<file path="src/rtl/ps2_mouse_tracker_pkg.sv">
// Shared constants, packet field positions and helpers for the PS/2 mouse tracker.
// Pulled in by both the byte receiver and the packet integrator.
package ps2_mouse_tracker_pkg;

  localparam int SCREEN_W = 640;
  localparam int SCREEN_H = 480;
  localparam int POS_W    = 10;

  localparam int PKT_L       = 0;
  localparam int PKT_R       = 1;
  localparam int PKT_ALWAYS1 = 3;
  localparam int PKT_XS      = 4;
  localparam int PKT_YS      = 5;
  localparam int PKT_XO      = 6;
  localparam int PKT_YO      = 7;

  typedef enum logic [1:0] {
    RX_IDLE,
    RX_DATA,
    RX_PARITY,
    RX_STOP
  } rxState_e;

  typedef struct packed {
    logic yOvf;
    logic xOvf;
    logic ySign;
    logic xSign;
    logic right;
    logic left;
  } pktHdr_t;

  // Saturates a signed 12-bit candidate position into 0..maxV.
  function automatic logic [POS_W-1:0] clampAxis(input logic signed [11:0] v,
                                                 input logic [POS_W-1:0]   maxV);
    logic [POS_W-1:0] result;
    if (v < 12'sd0) begin
      result = '0;
    end else if (v > $signed({2'b00, maxV})) begin
      result = maxV;
    end else begin
      result = v[POS_W-1:0];
    end
    return result;
  endfunction

endpackage

</file>
<file path="src/rtl/ps2_mouse_tracker_byte_rx.sv">
// PS/2 device-to-host byte receiver: line synchronisers, falling-edge detect,
// start/data/parity/stop framing and the inter-edge watchdog.
module ps2_byte_rx
  import ps2_mouse_tracker_pkg::*;
#(
  parameter int TIMEOUT_CYC = 100000
) (
  input  logic       clk_in,
  input  logic       reset_i,
  input  logic       ps2_clk_i,
  input  logic       ps2_data_i,
  input  logic       armed_i,
  output logic [7:0] byte_o,
  output logic       byte_valid_o,
  output logic       err_o,
  output logic       busy_o
);

  localparam int TW = $clog2(TIMEOUT_CYC + 1);

  logic          clkMeta_q, clkSync_q, clkPrev_q;
  logic          dataMeta_q, dataSync_q;
  rxState_e      state_q, state_d;
  logic [2:0]    bitCnt_q, bitCnt_d;
  logic [7:0]    shift_q, shift_d;
  logic          parity_q, parity_d;
  logic [TW-1:0] cnt_q, cnt_d;
  logic          byteValid_q, byteValid_d;
  logic          err_q, err_d;
  logic          fall;
  logic          timeoutHit;

  // Synchronisers free-run so no artificial edge appears when reset lifts.
  always_ff @(posedge clk_in) begin
    clkMeta_q  <= ps2_clk_i;
    clkSync_q  <= clkMeta_q;
    dataMeta_q <= ps2_data_i;
    dataSync_q <= dataMeta_q;
  end

  always_ff @(posedge clk_in) begin
    if (reset_i) begin
      clkPrev_q   <= 1'b0;
      state_q     <= RX_IDLE;
      bitCnt_q    <= '0;
      shift_q     <= '0;
      parity_q    <= 1'b0;
      cnt_q       <= '0;
      byteValid_q <= 1'b0;
      err_q       <= 1'b0;
    end else begin
      clkPrev_q   <= clkSync_q;
      state_q     <= state_d;
      bitCnt_q    <= bitCnt_d;
      shift_q     <= shift_d;
      parity_q    <= parity_d;
      cnt_q       <= cnt_d;
      byteValid_q <= byteValid_d;
      err_q       <= err_d;
    end
  end

  assign fall       = clkPrev_q & ~clkSync_q;
  assign timeoutHit = ~fall && (cnt_q == TW'(TIMEOUT_CYC)) && armed_i;

  always_comb begin
    state_d     = state_q;
    bitCnt_d    = bitCnt_q;
    shift_d     = shift_q;
    parity_d    = parity_q;
    byteValid_d = 1'b0;
    err_d       = 1'b0;

    if (fall || timeoutHit) begin
      cnt_d = '0;
    end else if (cnt_q == TW'(TIMEOUT_CYC)) begin
      cnt_d = cnt_q;
    end else begin
      cnt_d = cnt_q + 1'b1;
    end

    if (timeoutHit) begin
      state_d = RX_IDLE;
      err_d   = 1'b1;
    end else if (fall) begin
      case (state_q)
        RX_IDLE: begin
          if (!dataSync_q) begin
            state_d  = RX_DATA;
            bitCnt_d = '0;
          end
        end
        RX_DATA: begin
          shift_d  = {dataSync_q, shift_q[7:1]};
          bitCnt_d = bitCnt_q + 3'd1;
          if (bitCnt_q == 3'd7) begin
            state_d = RX_PARITY;
          end
        end
        RX_PARITY: begin
          parity_d = dataSync_q;
          state_d  = RX_STOP;
        end
        RX_STOP: begin
          // Odd parity: data plus parity bit must hold an odd number of ones.
          if (dataSync_q && (^{shift_q, parity_q})) begin
            byteValid_d = 1'b1;
          end else begin
            err_d = 1'b1;
          end
          state_d = RX_IDLE;
        end
        default: state_d = RX_IDLE;
      endcase
    end
  end

  assign byte_o       = shift_q;
  assign byte_valid_o = byteValid_q;
  assign err_o        = err_q;
  assign busy_o       = (state_q != RX_IDLE);

endmodule

</file>
<file path="src/rtl/ps2_mouse_tracker.sv">
// PS/2 mouse front end: assembles 3-byte stream packets and integrates the
// deltas into a pointer position clamped to the visible screen.
module ps2_mouse_tracker
  import ps2_mouse_tracker_pkg::*;
#(
  parameter int X_MAX       = SCREEN_W - 1,
  parameter int Y_MAX       = SCREEN_H - 1,
  parameter int X_INIT      = 320,
  parameter int Y_INIT      = 240,
  parameter int TIMEOUT_CYC = 100000
) (
  input  logic             clk_in,
  input  logic             BTN_SOUTH,
  input  logic             ps2_clk,
  input  logic             ps2_data,
  output logic [POS_W-1:0] mouse_pos_x,
  output logic [POS_W-1:0] mouse_pos_y,
  output logic [1:0]       mouse_click,
  output logic             packet_strobe,
  output logic             frame_err
);

  logic [7:0]       rxByte;
  logic             rxValid;
  logic             rxErr;
  logic             rxBusy;
  logic             armTimeout;

  logic [1:0]       idx_q, idx_d;
  pktHdr_t          hdr_q, hdr_d;
  logic [7:0]       dxLo_q, dxLo_d;
  logic [POS_W-1:0] posX_q, posX_d;
  logic [POS_W-1:0] posY_q, posY_d;
  logic [1:0]       click_q, click_d;
  logic             strobe_q, strobe_d;

  logic signed [8:0]  dx9, dy9;
  logic signed [11:0] nx, ny;

  // A quiet line is only an error while a frame or a packet is in flight.
  assign armTimeout = rxBusy || (idx_q != 2'd0);

  ps2_byte_rx #(
    .TIMEOUT_CYC(TIMEOUT_CYC)
  ) u_rx (
    .clk_in      (clk_in),
    .reset_i     (BTN_SOUTH),
    .ps2_clk_i   (ps2_clk),
    .ps2_data_i  (ps2_data),
    .armed_i     (armTimeout),
    .byte_o      (rxByte),
    .byte_valid_o(rxValid),
    .err_o       (rxErr),
    .busy_o      (rxBusy)
  );

  always_ff @(posedge clk_in) begin
    if (BTN_SOUTH) begin
      idx_q    <= 2'd0;
      hdr_q    <= '0;
      dxLo_q   <= '0;
      posX_q   <= POS_W'(X_INIT);
      posY_q   <= POS_W'(Y_INIT);
      click_q  <= 2'b00;
      strobe_q <= 1'b0;
    end else begin
      idx_q    <= idx_d;
      hdr_q    <= hdr_d;
      dxLo_q   <= dxLo_d;
      posX_q   <= posX_d;
      posY_q   <= posY_d;
      click_q  <= click_d;
      strobe_q <= strobe_d;
    end
  end

  // Byte 2 is applied straight from the receiver so outputs move one cycle later.
  assign dx9 = hdr_q.xOvf ? 9'sd0 : $signed({hdr_q.xSign, dxLo_q});
  assign dy9 = hdr_q.yOvf ? 9'sd0 : $signed({hdr_q.ySign, rxByte});
  assign nx  = $signed({2'b00, posX_q}) + {{3{dx9[8]}}, dx9};
  assign ny  = $signed({2'b00, posY_q}) - {{3{dy9[8]}}, dy9};

  always_comb begin
    idx_d    = idx_q;
    hdr_d    = hdr_q;
    dxLo_d   = dxLo_q;
    posX_d   = posX_q;
    posY_d   = posY_q;
    click_d  = click_q;
    strobe_d = 1'b0;

    if (rxErr) begin
      idx_d = 2'd0;
    end else if (rxValid) begin
      case (idx_q)
        2'd0: begin
          if (rxByte[PKT_ALWAYS1]) begin
            hdr_d = '{yOvf:  rxByte[PKT_YO], xOvf:  rxByte[PKT_XO],
                      ySign: rxByte[PKT_YS], xSign: rxByte[PKT_XS],
                      right: rxByte[PKT_R],  left:  rxByte[PKT_L]};
            idx_d = 2'd1;
          end
        end
        2'd1: begin
          dxLo_d = rxByte;
          idx_d  = 2'd2;
        end
        2'd2: begin
          idx_d    = 2'd0;
          posX_d   = clampAxis(nx, POS_W'(X_MAX));
          posY_d   = clampAxis(ny, POS_W'(Y_MAX));
          click_d  = {hdr_q.right, hdr_q.left};
          strobe_d = 1'b1;
        end
        default: idx_d = 2'd0;
      endcase
    end
  end

  assign mouse_pos_x   = posX_q;
  assign mouse_pos_y   = posY_q;
  assign mouse_click   = click_q;
  assign packet_strobe = strobe_q;
  assign frame_err     = rxErr;

endmodule

</file>
<file path="config.mk">
export PLATFORM = sky130hd
export DESIGN_NAME = ps2_mouse_tracker
export DESIGN_NICKNAME = d
export VERILOG_FILES = /design/src/rtl/ps2_mouse_tracker_pkg.sv /design/src/rtl/ps2_mouse_tracker_byte_rx.sv /design/src/rtl/ps2_mouse_tracker.sv
export SDC_FILE = /design/constraint.sdc
export NUM_CORES = 1
export LEC_CHECK = 0
export BUFFER_PORTS_ARGS = -buffer_cell sky130_fd_sc_hd__buf_2
export CAP_MARGIN = 15
export CORE_MARGIN = 3
export CORE_UTILIZATION = 50
export DETAILED_ROUTE_END_ITERATION = 10
export PLACE_DENSITY = 0.73
export SLEW_MARGIN = 10
export SYNTH_ARGS = -nofsm -noshare
export SYNTH_HDL_FRONTEND = slang
export SYNTH_HIERARCHICAL = 1
export SYNTH_SLANG_ARGS = --single-unit
</file>
<file path="constraint.sdc">
create_clock -name clk_in -period 3.6 [get_ports clk_in]
set_clock_uncertainty 0.1 [all_clocks]
set_input_delay 0.72 -clock clk_in [delete_from_list [all_inputs] [get_ports clk_in]]
set_output_delay 0.72 -clock clk_in [all_outputs]
set_load 0.01 [all_outputs]
</file>
==> results of run 1 <==
[registers in the layout, summed over array words and instances, names as in the netlist, 3 cells and up]
register / count
hdr_q: 6
mouse_pos_y: 10
u_rx/cnt_q: 17
u_rx/byte_o: 8
dxLo_q: 8
u_rx/bitCnt_q: 3
mouse_pos_x: 10
[cells in the mapped netlist, types with 8 or more instances]
cell / number / area [µm²]
nor2_2: 10 / 62.56
nand3_1: 8 / 40.04
ha_1: 32 / 400.4
mux2i_1: 28 / 280.3
nor3_1: 16 / 80.08
o21ai_0: 10 / 50.05
inv_1: 20 / 75.07
nor2b_1: 17 / 106.4
dfxtp_1: 77 / 1541
nand2_1: 32 / 120.1
nor2_1: 55 / 206.5
a21oi_1: 21 / 105.1
xnor2_1: 25 / 219.0
nand2b_1: 15 / 93.84
[report_power, final]
part           internal, mW  switching (mW)
Sequential            0.857         0.00446
Combinational        0.0126          0.0289
Clock                 0.324           0.327
[worst max-delay path, cell delays in order (launching register included)]
cell	delay, ns
dfxtp_1	0.39
nor2b_1	0.16
ha_1	0.16
inv_1	0.05
fa_1	0.43
a211oi_2	0.30
o21bai_1	0.14
or3_1	0.33
a31oi_1	0.22
xnor2_1	0.18
a41oi_2	0.27
a221o_1	0.35
[kinds of logic after synthesis]
kind of cell,count (synthesis),share of synthesized area
adders and majority gates,34,0.09662
xor gates and xnor gates,33,0.07110
DFF,77,0.3382
AOI/OAI and AO/OA,99,0.1760
buffers and inverters,32,0.02855
and+or+nand+nor,193,0.2226
muxes,30,0.06698
[cell type report]
cell class,instances,area (µm²),share of cell area
clock buffer,11,131.4,0.02630
clock inverter,5,60.06,0.01202
inverter,20,75.07,0.01503
multi-input combinational,389,2887,0.5779
sequential,77,1541,0.3086
tap,108,135.1,0.02705
timing repair buffer,31,165.2,0.03307
[how the worst max path moves through the flow]
stage                     slack (ns)           start             end  cells after the start
after floorplan                 0.69        hdr_q[5]  mouse_pos_y[5]                      9
after global placement          0.55  u_rx/byte_o[0]  mouse_pos_y[5]                     11
after detailed placement        0.48  u_rx/byte_o[0]  mouse_pos_y[5]                     11
after CTS                       0.44  u_rx/byte_o[0]  mouse_pos_y[2]                     11
after global routing            0.18  u_rx/byte_o[0]  mouse_pos_y[2]                     11
final                           0.43  u_rx/byte_o[0]  mouse_pos_y[5]                     11
[metrics by stage]
stage | area, µm² | utilization | instances | total power, mW
6_report | 4995 | 0.5672 | 641 | 1.553
5_1_grt | 4995 | 0.5672 | 641 | 1.620
4_1_cts | 4995 | 0.5672 | 641 | 1.575
3_5_place_dp | 4803 | 0.5455 | 625 | 0.9231
3_3_place_gp | 4803 | 0.5455 | 625 | 0.9220
2_1_floorplan | 4558 | - | 498 | 0.9141
[metal layers]
layer	track usage	part of all wire	up-vias
met5	0	0	-
li1	-	-	1838
met3	0.04339	0.030	17
met2	0.3285	0.48	53
met1	0.2455	0.48	1693
met4	0.08487	0.018	0
[placed cells by master, fill, tap and decap left out, drive strengths merged, types with 5 or more instances in the layout]
cell and n:
nand2b 15, a211oi 10, xnor2 25, ha 32, nor3 16, xor2 6, nor2 65, nand3 10
a21oi 23, nand2 33, or3 5, clkbuf 11, nor2b 17, o21ai 12, o31ai 5, dfxtp 77
o21a 8, mux2i 29, buf 31, and3 6, o311ai 5, a21o 5, nor4 5, inv 21
==> results.md, run 1 <==
* Status: finished, final reports clean
* Iter 0 DRT Violations at 122
* FP Rows at 34
* Synth Register Bits at 77
* Post-CTS sizing at 0
* Syn Nets at 536
* DR WL/cell at 14.95 µm
* Hold endpoint: u_rx/clkSync_q
* Number of global-route vias before repair at 3599
* Worst Path Required at 3.74 ns
* Fill count at 801
* Antenna Nets Post-Route at 0
* Die X at 101.5 µm
* WHS at 0.2291 ns
* Share of cells above drive strength 1 at 0.1538
* Largest net degree at the start of global routing at 34
* VDD IR-drop max at 188.4 µV
* Final Hold Fails at 0
* Worst Reg-to-Reg Cells at 11
* DR DRC count at 0
* Reg2reg start: u_rx/byte_o[0]
* First-pass GRT wire length at 16.32 mm
* Seq/Total Area, Yosys at 0.3382
* Total Wirelength at 9.586 mm
* YS warnings at 6
* Hold buffers post-CTS at 0
* Syn Inst Count at 498
* Fin worst setup slack at 0.4344 ns
* Area delta synth->final at 9.580%
* CTS sink count at 77
* Layout Nets at 566
* Min-delay worst type: reg2reg
* Worst Setup Start Kind: flip-flop
* Via/cell ratio at 5.618
* R2R Setup Slk at 0.43 ns
* Place WS at 0.4790 ns
* Crit. End Element: flip-flop
* Async SR Flop Fraction at 0
* Worst skew pair latency at 0.35 ns
* Worst-Margin Slew at 0.8680 ns
* Leak Pwr at 2.014 nW
* GR Overflow Total at 0
* WHS Path Cells at 0
* Initial antenna violation count at 0
* Max_cap viols at 0
* Cell variety after synth at 76
* GP Congestion at 0.9237
* Core area at 8806 µm²
* DIE HEIGHT at 101.5 µm
* PwrDens at 311.0 nW/µm²
* Slew Limit Fails at 0
* PortBufs at 27
* Post-Syn Area per Cell at 9.153 µm²
* Post-CTS Setup Repair Bufs at 0
* Reg2reg end: mouse_pos_y[5]
* Maximum clock rate at 0.3159 GHz
* Post-synth EDFFs at 0
* TNS Setup at 0 ns
* Setup violators final at 0
* Detailed Place HPWL at 7.124 mm
* Initial Util at 0.5176
* Ant. Diodes at 0
* CTS buffer count at 9
* Via count at 3601
* Top_reg_cell synth: dfxtp_1
* CP Data Arrival Time at 3.31 ns
* Clock tree buffer depth at 2
* H-tree depth at 3
* Total Routing Usage GR at 0.1972
* I/O pin count at 28
* Crit Path Max Fanout at 6
* Worst-path clk slew at 0.08 ns
* Period minus WS final at 3.166 ns
* Unrepaired setup endpoints after global routing: no
* CTS tree: built
* Worst Path Class, Setup: reg2reg
* Final Cycle Share at 0.8793
* Hold_sp: u_rx/clkMeta_q
* Cell area after synthesis at 4558 µm²
* Rel. slew slack at 0.4192
* Detailed Routing Iterations Pass 1 at 4
* Root buffer cell: clkbuf_8
* Die ar. at 10300 µm²
No activity file was read; power rests on OpenSTA's default activity.
==> run 2: changes to the inputs <==
Settings changed: PLACE_DENSITY 0.73 to 0.75, SKIP_CTS_REPAIR_TIMING set to 1.
Clock period 3.6 ns to 2.6 ns, I/O delays scaled along.
==> run 2 against run 1 <==
Net effect: the flow now finishes with violations (setup timing); non-clock buffer count increased by 67; routed wire length increased by 16%; sequential share of layout area decreased by 4.6 points; sequential power increased by 38%; global-route usage increased by 1.5 points; combinational power increased by 56%; utilization increased by 10 points; critical path depth increased by 1; count of clock-buffer cells in the layout decreased by 1; clock power increased by 55%; largest cell class unchanged; largest power group unchanged.
==> results.md, run 2 (same netlist as run 1, synthesis figures left out) <==
* Status: complete, but fails checks
* Failing checks: setup timing
* R2R Setup Slk at -0.31 ns (-0.74 ns)
* Worst Path Required at 2.77 ns (-0.97 ns)
* Most frequent cells in the layout: 74 x dfxtp_1, 65 x buf_4, 52 x nor2_1, 32 x nand2_1, 28 x mux2i_1
* Total Routing Usage GR at 0.2118 (+0.01461)
* Initial antenna violation count at 0 (unchanged)
* Share of cells above drive strength 1 at 0.3267 (+0.1728)
* Detailed Routing Iterations Pass 1 at 4 (unchanged)
* Leak Pwr at 2.450 nW (+22%)
* DIE HEIGHT at 101.5 µm (unchanged)
* Place WS at -0.2664 ns (-0.7454 ns)
* FP Rows at 34 (unchanged)
* Fill count at 679 (-15%)
* Worst-Margin Slew at 0.6483 ns (-0.2197 ns)
* PortBufs at 27 (unchanged)
* Final Hold Fails at 0 (unchanged)
* CTS sink count at 77 (unchanged)
* Largest net degree at the start of global routing at 27 (-21%)
* Die X at 101.5 µm (unchanged)
* Layout Nets at 633 (+12%)
* Die ar. at 10300 µm² (unchanged)
* Via count at 3974 (+10%)
* Crit Path Max Fanout at 7 (+1)
* Worst Setup Start Kind: flip-flop
* I/O pin count at 28 (unchanged)
* Worst skew pair latency at 0.34 ns (about the same)
* Max reg flops at 17 (unchanged)
* Via/cell ratio at 5.613 (about the same)
* Crit. End Element: flip-flop
* Fin worst setup slack at -0.3077 ns (-0.7421 ns)
* Post-Layout Inst Area at 5908 µm² (+18%)
* Worst Path Class, Setup: reg2reg
* Detailed Place HPWL at 7.798 mm (+9.5%)
* Commonest non-fill, non-tap cell in the layout: dfxtp_1
* Buf/Inv on CP at 2 (+1)
* Period minus WS final at 2.908 ns (-0.2579 ns)
* Min-delay worst type: in2reg
* Slew Limit Fails at 0 (unchanged)
* DR WL/cell at 15.66 µm (+4.7%)
* Worst path max stage delay at 0.38 ns (-0.05 ns)
* Final Cycle Share at 1.118 (+0.2390)
* DR DRC count at 0 (unchanged)
* GR Overflow Total at 0 (unchanged)
* CP max-delay cell: dfxtp_4
* Crit path max-delay family: compound AO/OA/AOI/OAI gates
* Area delta synth->final at 29.62%
* Root buffer cell: clkbuf_8
* Rel. slew slack at 0.5678 (+0.1486)
* WHS at 0.1743 ns (-0.05481 ns)
* GP Congestion at 0.8787 (-4.9%)
* Max_cap viols at 0 (unchanged)
* PwrDens at 383.2 nW/µm² (+23%)
* VDD IR-drop max at 309.7 µV (+64%)
* CTS buffer count at 9 (unchanged)
* TNS Setup at -3.152 ns (-3.152 ns)
* Crit-path cells: nor2b_2 -> ha_2 -> inv_2 -> fa_2 -> nor2b_4 -> o2111ai_4 -> and4b_1 -> a211o_1 -> a211oi_4 -> buf_6 -> o311ai_1 -> a21oi_1
* Ant. Diodes at 0 (unchanged)
* Top reg by flops: u_rx/cnt_q
* Clock tree buffer depth at 2 (unchanged)
* CTS tree: built
* Maximum clock rate at 0.3439 GHz (+8.9%)
* Antenna Nets Post-Route at 0 (unchanged)
* Initial Util at 0.5176 (unchanged)
* Core area at 8806 µm² (unchanged)
* Total Wirelength at 11.09 mm (+16%)
* Unrepaired setup endpoints after global routing: yes
* Number of global-route vias before repair at 4049 (+13%)
* Worst-path clk slew at 0.08 ns (about the same)
* H-tree depth at 3 (unchanged)
* CP Data Arrival Time at 3.08 ns (-0.23 ns)
* Iter 0 DRT Violations at 168 (+38%)
* Post-DP Area at 5266 µm² (+9.6%)
* Setup violators final at 17 (+17)
* First-pass GRT wire length at 17.88 mm (+9.6%)
[run 2: layout make-up]
cell class              instances  area, µm²  area share
multi-input cells             389       3224      0.5457
clock inverters                 6      86.33     0.01461
well taps                     108      135.1     0.02287
inverters                      20      75.07     0.01271
flip-flops and latches         77       1550      0.2624
clock buffers                  10      137.6     0.02330
repair buffers                 98      699.4      0.1184
[run 2: per-layer routing]
metal / track usage / wire (µm) / vias to the layer above
li1: - / - / 1973
met1: 0.2600 / 4788 / 1922
met2: 0.3798 / 5813 / 69
met3: 0.02961 / 367 / 10
met4: 0.07055 / 115 / 0
met5: 0 / 0 / -
[run 2: where the power goes]
group          total (mW)  internal, mW  switching (mW)  leakage [nW]
clock                1.01         0.565           0.443         0.112
sequential           1.19          1.18         0.00708         0.625
combinational      0.0645        0.0218          0.0427          1.71
[run 2: final timing paths]
path,from,end,cells after the start
worst min register to register,u_rx/dataMeta_q,u_rx/dataSync_q,0
worst min-delay path,ps2_data,u_rx/dataMeta_q,1
worst max-delay path,hdr_q[4],mouse_pos_x[2],12
worst max register to register,hdr_q[4],mouse_pos_x[2],12
[run 2: worst register-to-register path, cell delays in order (launching register included)]
cell       delay (ns)
dfxtp_4          0.38
nor2b_2          0.12
ha_2             0.20
inv_2            0.04
fa_2             0.36
nor2b_4          0.17
o2111ai_4        0.15
and4b_1          0.21
a211o_1          0.32
a211oi_4         0.30
buf_6            0.19
o311ai_1         0.11
a21oi_1          0.19
[run 2: metrics by stage]
step             util  power, mW  instances
2_1_floorplan       -      1.266        498
6_report       0.6709      2.264        708
3_3_place_gp   0.5980      1.281        682
3_5_place_dp   0.5980      1.284        682
5_1_grt        0.6709      2.350        708
4_1_cts        0.6235      2.282        698
==> run 3: changes to the inputs <==
--- a/config.mk
+++ b/config.mk
@@ -7,5 +7,5 @@
 export LEC_CHECK = 0
 export BUFFER_PORTS_ARGS = -buffer_cell sky130_fd_sc_hd__buf_2
-export CAP_MARGIN = 15
+export CAP_MARGIN = 20
 export CORE_MARGIN = 3
 export CORE_UTILIZATION = 50
--- a/constraint.sdc
+++ b/constraint.sdc
@@ -3,3 +3,3 @@
 set_input_delay 0.52 -clock clk_in [delete_from_list [all_inputs] [get_ports clk_in]]
 set_output_delay 0.52 -clock clk_in [all_outputs]
-set_load 0.01 [all_outputs]
+set_load 0.1 [all_outputs]
==> run 3 against run 2 <==
Net effect: count of clock-buffer cells in the layout shrank 1; critical path depth shrank 1; highest routed layer unchanged; largest power group unchanged; the run still ends with setup timing left; final cell count shrank 0.42%.
==> results.md, run 3 (same netlist as run 1, synthesis figures left out) <==
* Final Cycle Share at 1.104 (-0.01403)
* Initial antenna violation count at 0 (unchanged)
* PortBufs at 27 (unchanged)
* Worst skew pair latency at 0.36 ns (+0.02 ns)
* Max_cap viols at 0 (unchanged)
* Dpl cells at 676 (-0.88%)
* Setup violators final at 18 (+1)
* PwrDens at 373.8 nW/µm² (-2.5%)
* FP Rows at 34 (unchanged)
* Crit. End Element: flip-flop
* Switching share of power at 0.2406 (+0.02297)
* Cell internal pwr at 1.653 mW (-6.7%)
* Worst-Margin Slew at 0.6733 ns (+0.02504 ns)
* Reg2reg start: u_rx/byte_o[0]
* Total Routing Usage GR at 0.1991 (-0.01277)
* Layout Nets at 630 (-0.47%)
* Detailed Routing Iterations Pass 1 at 5 (+1)
* CP Data Arrival Time at 3.02 ns (-0.06 ns)
* First-pass GRT wire length at 16.40 mm (-8.3%)
* Die X at 101.5 µm (unchanged)
* Final core occ at 0.6614 (-0.009520)
* Via count at 3910 (-1.6%)
* Worst Reg-to-Reg Cells at 11 (-1)
* Critical Path Start: u_rx/byte_o[0]
* Combinational share of power at 0.029 (about the same)
* Total Wirelength at 10.55 mm (-4.8%)
* Min-delay worst type: in2reg
* Period minus WS final at 2.871 ns (-0.03649 ns)
* Share of cells above drive strength 1 at 0.3451 (+0.01839)
* Clk pwr share at 0.429 (-0.016)
* Worst Path Class, Setup: reg2reg
* Fin worst setup slack at -0.2712 ns (+0.03649 ns)
* Top reg by flops: u_rx/cnt_q
* GP Congestion at 0.8500 (-3.3%)
* Area delta synth->final at 27.78%
* Via/cell ratio at 5.546 (-1.2%)
* Number of global-route vias before repair at 3618 (-11%)
* Die ar. at 10300 µm² (unchanged)
* GR Overflow Total at 0 (unchanged)
* Final Hold Fails at 0 (unchanged)
* WHS Path Cells at 1 (unchanged)
* DR DRC count at 0 (unchanged)
* Core area at 8806 µm² (unchanged)
* Commonest non-fill, non-tap cell in the layout: buf_4
* Slew Limit Fails at 0 (unchanged)
* H-tree depth at 3 (unchanged)
* Crit Path Max Fanout at 6 (-1)
* Root buffer cell: clkbuf_8
* Largest net degree at the start of global routing at 23 (-15%)
* Fill count at 677 (-0.29%)
* Rel. slew slack at 0.5511 (-0.01669)
* Max reg flops at 17 (unchanged)
* Iter 0 DRT Violations at 119 (-29%)
* I/O pin count at 28 (unchanged)
* CTS buffer count at 9 (unchanged)
* Ant. Diodes at 0 (unchanged)
* Most frequent cells in the layout: 64 x buf_4, 53 x nor2_1, 53 x dfxtp_1, 32 x nand2_1, 28 x mux2i_1
* Reg power frac at 0.542 (+0.016)
* Initial Util at 0.5176 (unchanged)
* Leak Pwr at 2.373 nW (-3.1%)
* Antenna Nets Post-Route at 0 (unchanged)
* R2R Setup Slk at -0.27 ns (+0.04 ns)
* Maximum clock rate at 0.3483 GHz (+1.3%)
* Failing checks: setup timing
* Unrepaired setup endpoints after global routing: yes
* Sw power at 523.7 µW (+6.3%)
* VDD IR-drop max at 278.9 µV (-9.9%)
* Worst-path clk slew at 0.08 ns (about the same)
* Worst Setup Start Kind: flip-flop
* DR WL/cell at 14.96 µm (-4.4%)
* Reg2reg end: mouse_pos_y[5]
* Worst Setup EP: mouse_pos_y[5]
* DIE HEIGHT at 101.5 µm (unchanged)
* Detailed Place HPWL at 7.468 mm (-4.2%)
* CTS sink count at 77 (unchanged)
* CTS tree: built
* Status: complete, but fails checks
* Clock tree buffer depth at 2 (unchanged)
* Final Non-Filler Cells at 705 (-0.42%)
* Worst Path Required at 2.75 ns (-0.02 ns)
==> run 3: cell count changes in the layout (fill, tap and decap cells not counted), sizes merged <==
cell and change:
bufinv -1, clkinvlp -1, clkbuf -1, inv +3, buf -3
==> run 3: worst min path at each step <==
stage	startpoint	endpoint
2_1_floorplan	u_rx/clkMeta_q	u_rx/clkSync_q
3_3_place_gp	u_rx/dataMeta_q	u_rx/dataSync_q
3_5_place_dp	u_rx/clkMeta_q	u_rx/clkSync_q
4_1_cts	ps2_data	u_rx/dataMeta_q
5_1_grt	ps2_data	u_rx/dataMeta_q
6_report	ps2_data	u_rx/dataMeta_q
==> run 3: layout make-up <==
type                       instances  area, µm²  share of cell area
inverter                          20      75.07             0.01289
clock buffer                       9      123.9             0.02127
multi-input combinational        389       3138              0.5388
clock inverter                     7      81.33             0.01396
sequential                        77       1602              0.2750
timing repair buffer              95      669.4              0.1149
tap                              108      135.1             0.02320
==> run 3: metrics by stage <==
step / setup TNS, ns / setup WS, ns / area (µm²) / total power, mW / hold WS [ns]
after global placement: -1.434 / -0.2187 / 5290 / 1.270 / 0.2117
after detailed placement: -2.333 / -0.2899 / 5290 / 1.272 / 0.2153
after global routing: -4.841 / -0.4131 / 5824 / 2.266 / 0.1478
final: -2.257 / -0.2712 / 5824 / 2.177 / 0.1586
after CTS: -2.884 / -0.3161 / 5495 / 2.208 / 0.1382
after floorplan: -0.6730 / -0.1853 / 4672 / 1.254 / 0.2096
==> run 3: worst max-delay path, stage by stage (launching register included) <==
cell and delay, ns:
dfxtp_2 0.33, nor2b_4 0.15, ha_4 0.13, inv_2 0.03, fa_2 0.35, a211oi_2 0.28, o21bai_1 0.13, or3_1 0.32
a31oi_1 0.17, xnor2_1 0.18, a41oi_2 0.26, a221o_1 0.34
==> run 3: per-layer routing <==
metal  GRT usage  vias to the layer above  wire (µm)
met5           0                        -          0
met4     0.09100                        0        178
met3     0.02961                       15        275
met2      0.3370                       63       5378
met1      0.2498                     1861       4715
li1            -                     1971          -
==> run 3: power groups by stage <==
| stage | combinational, mW | sequential (mW) | clock (mW) |
|---|---|---|---|
| 2_1_floorplan | 0.0462 | 1.21 | 0 |
| 3_3_place_gp | 0.0603 | 1.21 | 0 |
| 3_5_place_dp | 0.0622 | 1.21 | 0 |
| 4_1_cts | 0.0627 | 1.18 | 0.964 |
| 5_1_grt | 0.0708 | 1.18 | 1.01 |
| 6_report | 0.0627 | 1.18 | 0.933 |
